===== config.mk =====
export PLATFORM = sky130hd
export DESIGN_NAME = ula_seq
export DESIGN_NICKNAME = d
export VERILOG_FILES = /design/src/rtl/ula_seq.sv
export SDC_FILE = /design/constraint.sdc
export NUM_CORES = 1
export LEC_CHECK = 0
export CELL_PAD_IN_SITES_DETAIL_PLACEMENT = 1
export CELL_PAD_IN_SITES_GLOBAL_PLACEMENT = 1
export CORE_ASPECT_RATIO = 0.8
export CORE_MARGIN = 2
export CORE_UTILIZATION = 36
export CTS_BUF_LIST = sky130_fd_sc_hd__clkbuf_8 sky130_fd_sc_hd__clkbuf_16
export DETAILED_ROUTE_END_ITERATION = 10
export PLACE_DENSITY_LB_ADDON = 0.1
export SLEW_MARGIN = 10
export SYNTH_ARGS = -nofsm -noshare
export SYNTH_HDL_FRONTEND = slang
export SYNTH_SLANG_ARGS = --single-unit

===== constraint.sdc =====
create_clock -name clk -period 2.4 [get_ports clk]
set_clock_uncertainty 0.05 [all_clocks]
set_input_delay 0.48 -clock clk [delete_from_list [all_inputs] [get_ports clk]]
set_output_delay 0.48 -clock clk [all_outputs]
set_load 0.02 [all_outputs]

===== src/rtl/ula_seq.sv =====
`default_nettype none
// ============================================================================
// Module   : ula_seq
// Brief    : Registered WIDTH-bit ALU with valid/ready handshakes, status
//            flags, accumulator and optional shift-add multiplier
//            (multiplier built only when ULA_MUL_EN is defined).
// Revision : 1.0 - initial release
// ============================================================================
module ula_seq #(
    parameter int WIDTH = 8
) (
    input  logic             clk,
    input  logic             rst_n,
    input  logic             in_valid,
    output logic             in_ready,
    input  logic [WIDTH-1:0] a,
    input  logic [WIDTH-1:0] b,
    input  logic [2:0]       op,
    input  logic             acc_clr,
    output logic             out_valid,
    input  logic             out_ready,
    output logic [WIDTH-1:0] y,
    output logic [WIDTH-1:0] y_hi,
    output logic             carry,
    output logic             overflow,
    output logic             zero,
    output logic             negative,
    output logic             err
);

    localparam logic [2:0] c_OP_ADD = 3'b000;
    localparam logic [2:0] c_OP_SUB = 3'b001;
    localparam logic [2:0] c_OP_AND = 3'b010;
    localparam logic [2:0] c_OP_OR  = 3'b011;
    localparam logic [2:0] c_OP_XOR = 3'b100;
    localparam logic [2:0] c_OP_SLT = 3'b101;
    localparam logic [2:0] c_OP_MUL = 3'b110;
    localparam logic [2:0] c_OP_ACC = 3'b111;
    localparam int         c_MSB    = WIDTH - 1;

    typedef enum logic [1:0] {
        IDLE = 2'd0,
        BUSY = 2'd1,
        DONE = 2'd2
    } state_t;

    state_t           r_state;
    logic [WIDTH-1:0] r_acc;
    logic             w_accept;

    logic [WIDTH-1:0] w_acc_base;
    logic [WIDTH-1:0] w_acc_new;
    logic [WIDTH-1:0] w_res;
    logic [WIDTH:0]   w_sum;
    logic             w_c;
    logic             w_v;
    logic             w_err;

    assign w_accept = in_valid && in_ready;

    // Single-cycle result; acc_clr zeroes the accumulator ahead of the op.
    always_comb begin
        w_acc_base = acc_clr ? '0 : r_acc;
        w_acc_new  = w_acc_base;
        w_res      = '0;
        w_sum      = '0;
        w_c        = 1'b0;
        w_v        = 1'b0;
        w_err      = 1'b0;
        case (op)
            c_OP_ADD: begin
                w_sum = {1'b0, a} + {1'b0, b};
                w_res = w_sum[WIDTH-1:0];
                w_c   = w_sum[WIDTH];
                w_v   = (a[c_MSB] == b[c_MSB]) && (w_res[c_MSB] != a[c_MSB]);
            end
            c_OP_SUB: begin
                w_sum = {1'b0, a} - {1'b0, b};
                w_res = w_sum[WIDTH-1:0];
                w_c   = w_sum[WIDTH];
                w_v   = (a[c_MSB] != b[c_MSB]) && (w_res[c_MSB] != a[c_MSB]);
            end
            c_OP_AND: w_res = a & b;
            c_OP_OR:  w_res = a | b;
            c_OP_XOR: w_res = a ^ b;
            c_OP_SLT: w_res = {{(WIDTH-1){1'b0}}, ($signed(a) < $signed(b))};
            c_OP_MUL: begin
`ifndef ULA_MUL_EN
                w_err = 1'b1;
`endif
            end
            c_OP_ACC: begin
                w_sum     = {1'b0, w_acc_base} + {1'b0, a};
                w_res     = w_sum[WIDTH-1:0];
                w_c       = w_sum[WIDTH];
                w_v       = (w_acc_base[c_MSB] == a[c_MSB]) && (w_res[c_MSB] != a[c_MSB]);
                w_acc_new = w_res;
            end
        endcase
    end

`ifdef ULA_MUL_EN
    localparam int                c_CW   = $clog2(WIDTH);
    localparam logic [c_CW-1:0]   c_LAST = c_CW'(WIDTH - 1);

    logic [WIDTH-1:0] r_mcand;
    logic [WIDTH-1:0] r_mhi;
    logic [WIDTH-1:0] r_mlo;
    logic [c_CW-1:0]  r_cnt;
    logic [WIDTH:0]   w_madd;
    logic [WIDTH-1:0] w_mhi_nx;
    logic [WIDTH-1:0] w_mlo_nx;

    // {hi,lo} starts as {0,b}; each step adds mcand on lo[0] and shifts right.
    assign w_madd   = r_mlo[0] ? ({1'b0, r_mhi} + {1'b0, r_mcand}) : {1'b0, r_mhi};
    assign w_mhi_nx = w_madd[WIDTH:1];
    assign w_mlo_nx = {w_madd[0], r_mlo[WIDTH-1:1]};
`endif

    always_ff @(posedge clk or negedge rst_n) begin
        if (!rst_n) begin
            r_state   <= IDLE;
            r_acc     <= '0;
            in_ready  <= 1'b1;
            out_valid <= 1'b0;
            y         <= '0;
            y_hi      <= '0;
            carry     <= 1'b0;
            overflow  <= 1'b0;
            zero      <= 1'b0;
            negative  <= 1'b0;
            err       <= 1'b0;
`ifdef ULA_MUL_EN
            r_mcand   <= '0;
            r_mhi     <= '0;
            r_mlo     <= '0;
            r_cnt     <= '0;
`endif
        end else begin
            case (r_state)
                IDLE: begin
                    if (w_accept) begin
                        r_acc    <= w_acc_new;
                        in_ready <= 1'b0;
`ifdef ULA_MUL_EN
                        if (op == c_OP_MUL) begin
                            r_mcand <= a;
                            r_mhi   <= '0;
                            r_mlo   <= b;
                            r_cnt   <= '0;
                            r_state <= BUSY;
                        end else
`endif
                        begin
                            y         <= w_res;
                            y_hi      <= '0;
                            carry     <= w_c;
                            overflow  <= w_v;
                            zero      <= (w_res == '0);
                            negative  <= w_res[c_MSB];
                            err       <= w_err;
                            out_valid <= 1'b1;
                            r_state   <= DONE;
                        end
                    end
                end
`ifdef ULA_MUL_EN
                BUSY: begin
                    r_mhi <= w_mhi_nx;
                    r_mlo <= w_mlo_nx;
                    r_cnt <= r_cnt + 1'b1;
                    if (r_cnt == c_LAST) begin
                        y         <= w_mlo_nx;
                        y_hi      <= w_mhi_nx;
                        carry     <= |w_mhi_nx;
                        overflow  <= 1'b0;
                        zero      <= (w_mlo_nx == '0);
                        negative  <= w_mlo_nx[c_MSB];
                        err       <= 1'b0;
                        out_valid <= 1'b1;
                        r_state   <= DONE;
                    end
                end
`endif
                DONE: begin
                    if (out_ready) begin
                        out_valid <= 1'b0;
                        in_ready  <= 1'b1;
                        r_state   <= IDLE;
                    end
                end
                default: r_state <= IDLE;
            endcase
        end
    end

endmodule
`default_nettype wire


Word level (Yosys, flattened, before mapping). Cells that the tools add are included.

Register bits: 25. Input bits: 24.

Add/subtract/negate cells: 3. $lt $le $gt $ge: 1. Equality and inequality tests: 16. Multiplexer cells: 15. Bitwise gates (word level): 3. Reductions and logical operators: 11.

Operator list (count): 8-bit case mux with 7 select lines (1); 8-bit by 8-bit adder with 9-bit output (2); 8-bit 2-to-1 mux (2); 3-bit == test, second input constant (4); 8-bit by 8-bit subtractor with 9-bit output (1); 8-bit AND (1); 8-bit zero test (1); 8-bit < comparator (1); 8-bit bitwise OR (1); 8-bit bitwise XOR (1); 3-bit by 2-bit == test with 1-bit output, second input constant (2); 1-bit case mux with 3 select lines (2); 1-bit 2-to-1 mux (5); 1-bit logical AND (4); 2-bit 2-to-1 mux (2); 1-bit != test (4); 2-bit != test, second input constant (2); 1-bit case mux with 2 select lines (2); 2-bit case mux with 2 select lines (1); 2-bit AND reduction (2); 3-bit by 1-bit == test with 1-bit output, second input constant (1); 3-bit zero test (1); 3-bit AND reduction (1); 1-bit == test (2); other kinds (3) (3).

Depth between registers and ports, before layout.
Depth in word-level cells: 5. Depth in mapped cells: 11. Depth with buffers taken out: 11.

Least setup slack after synthesis. No wires, ideal clock.

Kind: input port to flip-flop. From: input port acc_clr. To: register zero. Setup time: 104 ps. Data arrival time: 2511 ps. Slack: -264 ps. Stages on the path: 9. Path through: nor2b_1 > ha_1 > inv_1 > fa_1 > o21ai_2 > a211o_1 > or2_0 > or4_1 > o41ai_2.

Word-level cells in the longest chain between the ends: 4.

RTL lines: start: declaration (RTL line 19) `input logic acc_clr,`; 8-bit 2-to-1 mux (RTL line 63) `w_acc_base = acc_clr ? '0 : r_acc;`; 8-bit by 8-bit adder with 9-bit output (RTL line 93) `w_sum = {1'b0, w_acc_base} + {1'b0, a};`; 8-bit case mux with 7 select lines (RTL line 70) `case (op)`; 8-bit zero test (RTL line 159) `zero <= (w_res == '0);`; end signal: assignment (RTL line 159); end: declaration (RTL line 26) `output logic zero,`.

Every way passes these cells. A chain may end at the register's enable or synchronous reset.

Worst setup path after layout.
From: register r_acc[0]. To: register zero.

Word-level cells in the longest chain between the ends: 4.

RTL lines: start: declaration (RTL line 48) `logic [WIDTH-1:0] r_acc;`; start signal: assignment (RTL line 143) `r_acc <= w_acc_new;`; 8-bit 2-to-1 mux (RTL line 63); 8-bit by 8-bit adder with 9-bit output (RTL line 93); 8-bit case mux with 7 select lines (RTL line 70); 8-bit zero test (RTL line 159).

Every way passes these cells.

==> metrics.md <==
| Metric | Value |
|---|---|
| Fin. max-slew vios | 0 |
| Synth async-reset ratio | 100% |
| CP startpoint kind | flip-flop |
| Vias after detailed routing | 2866 |
| TritonRoute pass-1 iters | 4 |
| I/O pins | 47 |
| Via density | 5.35 |
| Worst-path clk slew | 0.08 ns |
| DR iter-0 viols | 137 |
| Worst Setup Path Type | flip-flop to flip-flop |
| DRC viols | 0 |
| Area grow syn2layout | 63.5% |
| Initial core utilization | 37.0% |
| Sequential fraction of the synthesis area | 21.7% |
| Detail Placement HPWL | 7600 um |
| Yosys cell types | 62 |
| Wire length per cell | 18.9 um |
| H-tree depth | 1 |
| Bufs and invs on worst path | 1 |
| First-pass GRT wire length | 15400 um |
| Fin worst setup slack | -0.334 ns |
| Status | finished, violations left |
| DIE WIDTH | 97.9 um |
| Synth area leader | dfrtp_1 |
| Pre-CTS setup slack | -1.05 ns |
| Area contributors post-synth | dfrtp_1 (21%), ha_1 (16%), inv_1 (3.7%), nor2_1 (3.5%), a22o_1 (3.4%) |
| Fmax | 0.366 GHz |
| Register Area | 552 um^2 |
| Commonest non-fill, non-tap cell in the layout | buf_4 |
| Critical path's slowest cell | fa_2 |
| Post-Synthesis Cells | 307 |
| Clk_lat worst skew | 0.27 ns |
| Wire length after detailed routing | 10100 um |
| Syn_area_per_cell | 8.27 um^2 |
| Final net count | 510 |
| Worst EP arrival | 2.86 ns |
| Leakage | 1.94 nW |
| GPL Wtd Cong | 0.850 |
| Share of post-route cells with drive strength above 1 | 43.4% |
| Commonest non-fill, non-tap cells in the layout | buf_4 (106), clkdlybuf4s50_1 (23), nand2_1 (22), nor2_1 (22), dfrtp_1 (21) |
| Critical Path Fanout Max | 2 |
| Die area | 0.00774 mm^2 |
| Port Buffers | 38 |
| Total core area | 0.00686 mm^2 |
| Peak supply drop | 0.520 mV |
| Pwr per Cell Area | 592 mW/mm^2 |
| Worst path cell trace | nor2b_4 -> ha_4 -> inv_2 -> fa_2 -> o21ai_2 -> a211o_1 -> or2_1 -> or4_4 -> o41ai_2 |
| Cell Area, Synth | 0.00254 mm^2 |
| CTS tree | built |
| Initial antenna violation count | 0 |
| Tmin final | 2.73 ns |
| Post-synth EDFFs | 0 |
| Multi-input logic area | 0.00212 mm^2 |
| WHS | 0.454 ns |
| Yosys Warn Count | 0 |
| CTS buffer count | 3 |
| CP top delay family | simple AND/OR/NAND/NOR gates |
| # fillers | 817 |
| Antenna diode count | 0 |
| Congestion Overflow GR | 0 |
| Row count | 27 |
| Area share of the largest cell type after synthesis | 20.7% |
| Root buffer cell | clkbuf_8 |
| Largest net degree at the start of global routing | 23 |
| Detail Route Antenna Nets | 0 |
| Seq cells post-synth | 22 |
| Max Cap Viol | 0 |
| Top FF cell, synth | dfrtp_1 |
| Die H | 79.1 um |
| GRT Util Overall | 25.4% |
| CTS Buffer Depth | 2 |
| Min-delay worst type | flip-flop to flip-flop |
| Final hold vios | 0 |
| Failing checks | negative setup slack |
| CTS Sinks | 22 |
| Final setup vio count | 5 |
| Worst endpoint required time | 2.53 ns |
| Unrepaired setup endpoints after global routing | true |
| Via count of the first global-routing pass | 3004 |
| Final period utilization | 114% |
| Critical path capture point type | flip-flop |
| Count of hold-fix buffers inserted at cts | 0 |
| Max stage delay on crit path | 0.58 ns |
[metrics by stage]
| step | setup TNS, ns | power, mW | instances | utilization [%] | cell area, um^2 |
|---|---|---|---|---|---|
| finish | -0.683 | 2.46 | 536 | 60.5 | 4150 |
| detailed placement | -10.20 | 1.99 | 520 | 53.6 | 3680 |
| global placement | -9.03 | 1.94 | 520 | 53.6 | 3680 |
| floorplan | -0.304 | 1.32 | 314 | - | 2570 |
| global route | -1.57 | 2.62 | 536 | 60.5 | 4150 |
| CTS | -0.960 | 2.33 | 528 | 57.6 | 3950 |
[registers in the layout (all words and copies together), names as in the netlist]
signal / count
zero: 1
r_acc: 8
overflow: 1
carry: 1
out_valid: 1
y: 8
err: 1
in_ready: 1
[kinds of logic after synthesis]
| logic type | count (synthesis) | share of synthesized area (%) |
|---|---|---|
| AOI/OAI and AO/OA | 95 | 27.3 |
| muxes | 3 | 1.28 |
| DFF | 22 | 21.7 |
| adders and majority gates | 36 | 18.6 |
| and+or+nand+nor | 90 | 17.2 |
| buffers and inverters | 48 | 9.61 |
| xor gates and xnor gates | 12 | 4.14 |
| other | 1 | 0.148 |
[where the power goes]
| group | total, mW | switching (mW) | internal, mW |
|---|---|---|---|
| Clock | 0.244 | 0.129 | 0.115 |
| Combinational | 1.60 | 0.771 | 0.829 |
| Sequential | 0.616 | 0.0954 | 0.520 |
[worst paths after layout]
kind	startpoint	endpoint	slack [ns]	cells after the start
worst max-delay path	r_acc[0]	zero	-0.33	9
worst min-delay path	r_acc[7]	r_acc[7]	0.45	2
worst max register to register	r_acc[0]	zero	-0.33	9
worst min register to register	r_acc[7]	r_acc[7]	0.45	2
max in group asynchronous	rst_n	in_ready	1.51	2
min in group asynchronous	rst_n	r_acc[5]	0.51	2
[repair_timing]
| item | CTS | global route |
|---|---|---|
| endpoints found under the setup margin | 15 | 10 |
| pin swaps | 26 | 34 |
| setup buffers | 4 | 10 |
| resized for setup | 70 | 56 |
[per-layer routing]
metal	part of all wire (%)	wire (um)	GRT usage [%]
met1	43	4300	32.8
met2	50	5060	44.3
met3	4.9	500	4.14
met4	2.4	244	6.25
met5	0	0	0
[area by class of cell]
type,instances,share of cell area [%]
Clock buffer,3,0.995
Clock inverter,1,0.0904
Multi-Input combinational cell,244,51.1
Tap cell,87,2.62
Inverter,28,2.59
Sequential cell,22,13.3
Timing Repair Buffer,151,29.3
[synthesized netlist by cell type (3+ instances only)]
cell type / n
o21ai_0: 16
xnor2_1: 9
nor2b_1: 8
a21oi_1: 17
nand3_1: 7
dfrtp_1: 21
xor2_1: 3
o21ai_1: 3
nand2b_1: 6
inv_1: 25
buf_2: 6
or3_1: 3
a211o_1: 3
nand2_1: 23
nor2_1: 24
ha_1: 33
a31oi_1: 6
buf_4: 11
a21o_1: 3
o211ai_1: 6
a22o_1: 10
nor3_1: 7
o21bai_1: 3
inv_2: 3
fa_1: 3
[tightest hold or removal path, cell delays in order, from the launching register on]
cell	delay, ns
dfrtp_1	0.36
nand2_1	0.06
o21ai_0	0.06
Note: power is estimated with default switching activity, not from simulation.
